==> src/rtl/rv32_muldiv_unit.sv <==
// Iterative RV32M multiply/divide unit: 32-cycle shift-add multiply and restoring divide
// on operand magnitudes, followed by a sign-fix cycle and a one-cycle writeback pulse.
module rv32_muldiv_unit (
  input  logic        clk,
  input  logic        rst,
  input  logic        start,
  input  logic        kill,
  input  logic [2:0]  funct3,
  input  logic [31:0] rs1_val,
  input  logic [31:0] rs2_val,
  input  logic [4:0]  rd_sel,
  output logic        busy,
  output logic        done,
  output logic        wb_write_reg,
  output logic [4:0]  wb_sel_d1,
  output logic [31:0] wb_reg_d1
);

  typedef enum logic [1:0] {IDLE, CALC, FIX, DONE} state_e;

  state_e      state_q, state_d;
  logic [2:0]  op_q, op_d;
  logic [31:0] opA_q, opA_d;
  logic [31:0] opB_q, opB_d;
  logic [4:0]  rd_q, rd_d;
  logic [5:0]  cnt_q, cnt_d;
  logic [63:0] prod_q, prod_d;
  logic [31:0] quot_q, quot_d;
  logic [31:0] rem_q, rem_d;
  logic [4:0]  wbSel_q, wbSel_d;
  logic [31:0] wbReg_q, wbReg_d;

  logic        negA, negB, divZero, divFits;
  logic [31:0] magA, magB, result;
  logic [63:0] prodSigned;
  logic [31:0] quotSigned, remSigned;
  logic [32:0] mulSum, divShift;
  logic [31:0] divTrial;

  function automatic logic signedA(input logic [2:0] f);
    return (f == 3'b000) || (f == 3'b001) || (f == 3'b010) || (f == 3'b100) || (f == 3'b110);
  endfunction

  function automatic logic signedB(input logic [2:0] f);
    return (f == 3'b000) || (f == 3'b001) || (f == 3'b100) || (f == 3'b110);
  endfunction

  function automatic logic [31:0] magOf(input logic [31:0] v, input logic neg);
    return neg ? (32'd0 - v) : v;
  endfunction

  always_ff @(posedge clk) begin
    if (rst) state_q <= IDLE;
    else     state_q <= state_d;
  end

  always_comb begin
    state_d = state_q;
    case (state_q)
      IDLE: if (start) state_d = CALC;
      CALC: if (cnt_q == 6'd31) state_d = FIX;
      FIX:  state_d = DONE;
      DONE: state_d = IDLE;
      default: state_d = IDLE;
    endcase
    if (kill) state_d = IDLE;
  end

  // Sign handling always works from the latched raw operands, so magnitudes stay stable in CALC.
  always_comb begin
    negA       = signedA(op_q) & opA_q[31];
    negB       = signedB(op_q) & opB_q[31];
    magA       = magOf(opA_q, negA);
    magB       = magOf(opB_q, negB);
    divZero    = (opB_q == 32'd0);
    prodSigned = (negA ^ negB) ? (64'd0 - prod_q) : prod_q;
    quotSigned = (negA ^ negB) ? (32'd0 - quot_q) : quot_q;
    remSigned  = negA ? (32'd0 - rem_q) : rem_q;
    mulSum     = {1'b0, prod_q[63:32]} + (prod_q[0] ? {1'b0, magA} : 33'd0);
    divShift   = {rem_q, quot_q[31]};
    divFits    = (divShift >= {1'b0, magB});
    divTrial   = divShift[31:0] - magB;
    case (op_q)
      3'b000:                 result = prodSigned[31:0];
      3'b001, 3'b010, 3'b011: result = prodSigned[63:32];
      3'b100, 3'b101:         result = divZero ? 32'hFFFF_FFFF : quotSigned;
      default:                result = divZero ? opA_q : remSigned;
    endcase
  end

  always_comb begin
    op_d    = op_q;
    opA_d   = opA_q;
    opB_d   = opB_q;
    rd_d    = rd_q;
    cnt_d   = cnt_q;
    prod_d  = prod_q;
    quot_d  = quot_q;
    rem_d   = rem_q;
    wbSel_d = wbSel_q;
    wbReg_d = wbReg_q;
    if (state_q == IDLE && state_d == CALC) begin
      op_d   = funct3;
      opA_d  = rs1_val;
      opB_d  = rs2_val;
      rd_d   = rd_sel;
      cnt_d  = 6'd0;
      prod_d = {32'd0, magOf(rs2_val, signedB(funct3) & rs2_val[31])};
      quot_d = magOf(rs1_val, signedA(funct3) & rs1_val[31]);
      rem_d  = 32'd0;
    end else if (state_q == CALC) begin
      // Both datapaths step every cycle; FIX picks whichever the latched op wants.
      cnt_d  = cnt_q + 6'd1;
      prod_d = {mulSum, prod_q[31:1]};
      if (divFits) begin
        rem_d  = divTrial;
        quot_d = {quot_q[30:0], 1'b1};
      end else begin
        rem_d  = divShift[31:0];
        quot_d = {quot_q[30:0], 1'b0};
      end
    end
    if (state_q == FIX && state_d == DONE) begin
      wbSel_d = rd_q;
      wbReg_d = result;
    end
  end

  always_ff @(posedge clk) begin
    if (rst) begin
      op_q    <= 3'd0;
      opA_q   <= 32'd0;
      opB_q   <= 32'd0;
      rd_q    <= 5'd0;
      cnt_q   <= 6'd0;
      prod_q  <= 64'd0;
      quot_q  <= 32'd0;
      rem_q   <= 32'd0;
      wbSel_q <= 5'd0;
      wbReg_q <= 32'd0;
    end else begin
      op_q    <= op_d;
      opA_q   <= opA_d;
      opB_q   <= opB_d;
      rd_q    <= rd_d;
      cnt_q   <= cnt_d;
      prod_q  <= prod_d;
      quot_q  <= quot_d;
      rem_q   <= rem_d;
      wbSel_q <= wbSel_d;
      wbReg_q <= wbReg_d;
    end
  end

  assign busy         = (state_q != IDLE);
  assign done         = (state_q == DONE);
  assign wb_write_reg = (state_q == DONE) && (rd_q != 5'd0);
  assign wb_sel_d1    = wbSel_q;
  assign wb_reg_d1    = wbReg_q;

endmodule

==> config.mk <==
export PLATFORM = sky130hd
export DESIGN_NAME = rv32_muldiv_unit
export DESIGN_NICKNAME = d
export VERILOG_FILES = /design/src/rtl/rv32_muldiv_unit.sv
export SDC_FILE = /design/constraint.sdc
export NUM_CORES = 1
export LEC_CHECK = 0
export CORE_ASPECT_RATIO = 0.5
export CORE_MARGIN = 5
export CORE_UTILIZATION = 60
export CTS_CLUSTER_SIZE = 16
export DETAILED_ROUTE_END_ITERATION = 10
export PLACE_DENSITY_LB_ADDON = 0.08
export SLEW_MARGIN = 40
export SYNTH_ARGS = -nofsm -noshare
export SYNTH_HDL_FRONTEND = slang
export SYNTH_SLANG_ARGS = --single-unit
==> constraint.sdc <==
create_clock -name clk -period 5.5 [get_ports clk]
set_clock_uncertainty 0.15 [all_clocks]
set_input_delay 1.1 -clock clk [delete_from_list [all_inputs] [get_ports clk]]
set_output_delay 1.1 -clock clk [all_outputs]
set_load 0.005 [all_outputs]
==> results_dict.tcl <==
set metrics [dict create \
    synth-main-ff-cell "dfxtp_1" \
    synth_edf_count 0 \
    clk_pin_slew_worst_paths_ns 0.07 \
    clock_path_buffers 3 \
    crit_type "reg -> reg" \
    grt_overflow 0 \
    via_count 20400 \
    grt_antenna_before_repair 1 \
    yosysSeqAreaShare_pct 26.0 \
    synth_area_leader_cell "dfxtp_1" \
    synth.net_count 2784 \
    syn_avg_cell_area_um2 7.16 \
    gp_congestion 1.10 \
    synth_cell_types 68 \
    synthMostInstantiatedCell "nand2_1" \
    cts_sinks 245 \
    h-tree-depth 1 \
    drv_cap 0 \
    r2r_slack_ns 0.43 \
    final-max-slew-violation-count 0 \
    grtUsageTotal_pct 37.1 \
    fmax_ghz 0.197 \
    grt_pass1_wl_um 104000 \
    clk_latency_ns 0.56 \
    via_per_inst 6.60 \
    synthTopCellsByArea "dfxtp_1 26%, a21oi_1 9.3%, nand2_1 7.9%, xnor2_1 7.3%, xor2_1 5.4%" \
    dr.pass1.iters 6 \
    dieArea_um2 35300 \
    p_leak_nw 7.85 \
    fin_tns_setup_ns 0 \
    placed_area_um2 20300 \
    startpoint_type "flop" \
    die_h_um 135 \
    ir_drop_mv 0.221 \
    cts_buffers 24 \
    cts.hold.buffers_added 0 \
    routedWlPerCell_um 22.3 \
    hold_violations 0 \
    start_util_pct 61.6 \
    nFillCells 2727 \
    outcome "complete, no violations" \
    finalSetupViolCount 0 \
    min_period_ns 5.07 \
    crit_path_max_fanout 14 \
    fin_nets 2802 \
    drt_wl_total_um 68900 \
    cts_tree "built" \
    yosysTopAreaCellShare_pct 26.0 \
    io_buffers 115 \
    syn-cell-area_um2 18900 \
    num_io_pins 116 \
    die_w_um 261 \
    relSlewSlack_pct 43.9 \
    syn_inst 2634 \
    yosys-top-cells-count "399 x nand2_1, 349 x a21oi_1, 245 x dfxtp_1, 238 x nor2_1, 162 x o21ai_0" \
    arrival_ns 5.38 \
    first_iter_violations 2937 \
    tightest_slew_ns 0.823 \
    final_cell_area_um2 21200 \
    grt_max_degree 122 \
    power_density_nw_per_um2 260 \
    hold_path.class "reg -> reg" \
    drc_errors 0 \
    num_rows 45 \
    period_share_pct 92.2 \
    ant_nets 0 \
    root_buffer "clkbuf_16" \
    cp.required_ns 5.81 \
    dp_hpwl_um 52300 \
    antenna_cells 0 \
    yosys_warnings 0 \
    ys_ff_latch 245 \
    first_global_vias 17800 \
    grt_setup_unrepaired "no" \
    worstSetupEndpointType "flop" \
    area_growth_pct 12.3 \
    synthArstFlopShare_pct 0 \
    core_um2 30600 \
    drive_above_1_share_pct 4.42 \
]
-- cell usage in the layout (no fill, tap or decap), types with 8 or more instances in the layout --
master           count
or3_1               27
o21ai_1              8
xnor2_1            157
a311oi_1            14
o21ai_0            162
or4_1               31
xor2_1             116
o21bai_1            11
nor2b_1              9
a21o_1              30
nor4_1              25
and3_1              16
mux2i_1             28
nand3_1             38
o21a_1              11
dfxtp_1            245
nand2_1            398
buf_4               37
nor3_1              91
nor2_1             234
o31ai_1             50
a22oi_1             43
o41ai_1             25
a21oi_1            349
o211ai_1            12
a31oi_1             25
clkbuf_16           24
a211oi_1            35
and2_1              11
nand2b_1            18
ha_1                72
clkdlybuf4s50_1    114
nand4_1             23
o22ai_1             10
a221oi_1            22
inv_1               52
-- sequential cells by signal, indices dropped and copies added, names as in the netlist --
| name | count |
|---|---|
| opA_q | 32 |
| wb_sel_d1 | 5 |
| opB_q | 32 |
| rem_q | 32 |
| prod_q | 64 |
| wb_reg_d1 | 32 |
| cnt_q | 6 |
| op_q | 3 |
| state_q | 2 |
| rd_q | 5 |
| quot_q | 32 |
-- power by group --
group          leakage [nW]  internal [W]  switching (W)
Clock                 0.414       0.00107       0.000810
Combinational          5.45      0.000609        0.00104
Sequential             1.99       0.00184       0.000139
Total                  7.85       0.00352        0.00199
-- worst paths after layout --
kind | depth (start not counted) | startpoint | to
setup / recovery | 14 | opB_q[10] | rem_q[0]
setup reg to reg | 14 | opB_q[10] | rem_q[0]
hold reg to reg | 2 | wb_sel_d1[4] | wb_sel_d1[4]
hold / removal | 2 | wb_sel_d1[4] | wb_sel_d1[4]
-- worst max-delay path: stages (launching register included) --
cell and delay [ns]:
dfxtp_1 0.34, or4_1 0.60, or4_1 0.53, o31ai_1 0.34, xor2_1 0.14, ha_1 0.46, nand4_1 0.16, or4_1 0.52
a21oi_1 0.28, o311ai_1 0.18, a211oi_1 0.38, buf_4 0.19, nor2_1 0.16, or4_1 0.43, o311ai_0 0.10
-- area by class of cell --
type                    instances  area, um^2  share of cell area [%]
clock inverters                16         243                    1.15
clock buffers                  28         626                    2.96
multi-input cells            2174       13200                    62.3
repair buffers                155        1490                    7.03
inverters                      52         195                   0.922
flip-flops and latches        245        4900                    23.2
well taps                     423         529                    2.50
-- per-layer routing --
metal | GRT usage [%] | routed length, um | up-vias
met2 | 54.3 | 28600 | 1165
met1 | 55.7 | 29800 | 9616
met4 | 9.35 | 1970 | 2
met3 | 7.08 | 8480 | 122
met5 | 0 | 10 | -
li1 | - | - | 9510
-- kinds of logic after synthesis --
| kind of cell | after synthesis | share of synthesized area (%) |
|---|---|---|
| and+or+nand+nor | 953 | 23.0 |
| AOI/OAI and AO/OA | 843 | 27.3 |
| xor gates and xnor gates | 273 | 12.7 |
| DFF | 245 | 26.0 |
| buffers and inverters | 215 | 4.37 |
| adders and majority gates | 74 | 4.99 |
| muxes | 31 | 1.66 |
-- per-stage QoR --
| step | total power (W) | utilization, % | hold slack, ns | std cells | worst slack, ns |
|---|---|---|---|---|---|
| 5_1_grt | 0.00572 | 69.1 | 0.326 | 3093 | 0.127 |
| 3_3_place_gp | 0.00358 | 66.1 | 0.294 | 3048 | 0.502 |
| 2_1_floorplan | 0.00310 | - | 0.290 | 2634 | 0.741 |
| 3_5_place_dp | 0.00359 | 66.2 | 0.296 | 3048 | 0.360 |
| 4_1_cts | 0.00545 | 69.0 | 0.305 | 3092 | 0.329 |
| 6_report | 0.00551 | 69.1 | 0.303 | 3093 | 0.426 |
-- what timing repair did --
action / in CTS / in global routing
setup buffers: 0 / 0
hold endpoints to repair: 0 / 0
resized for setup: 0 / 2
setup endpoints to repair: 0 / 17
Note: power is estimated with default switching activity, not from simulation.
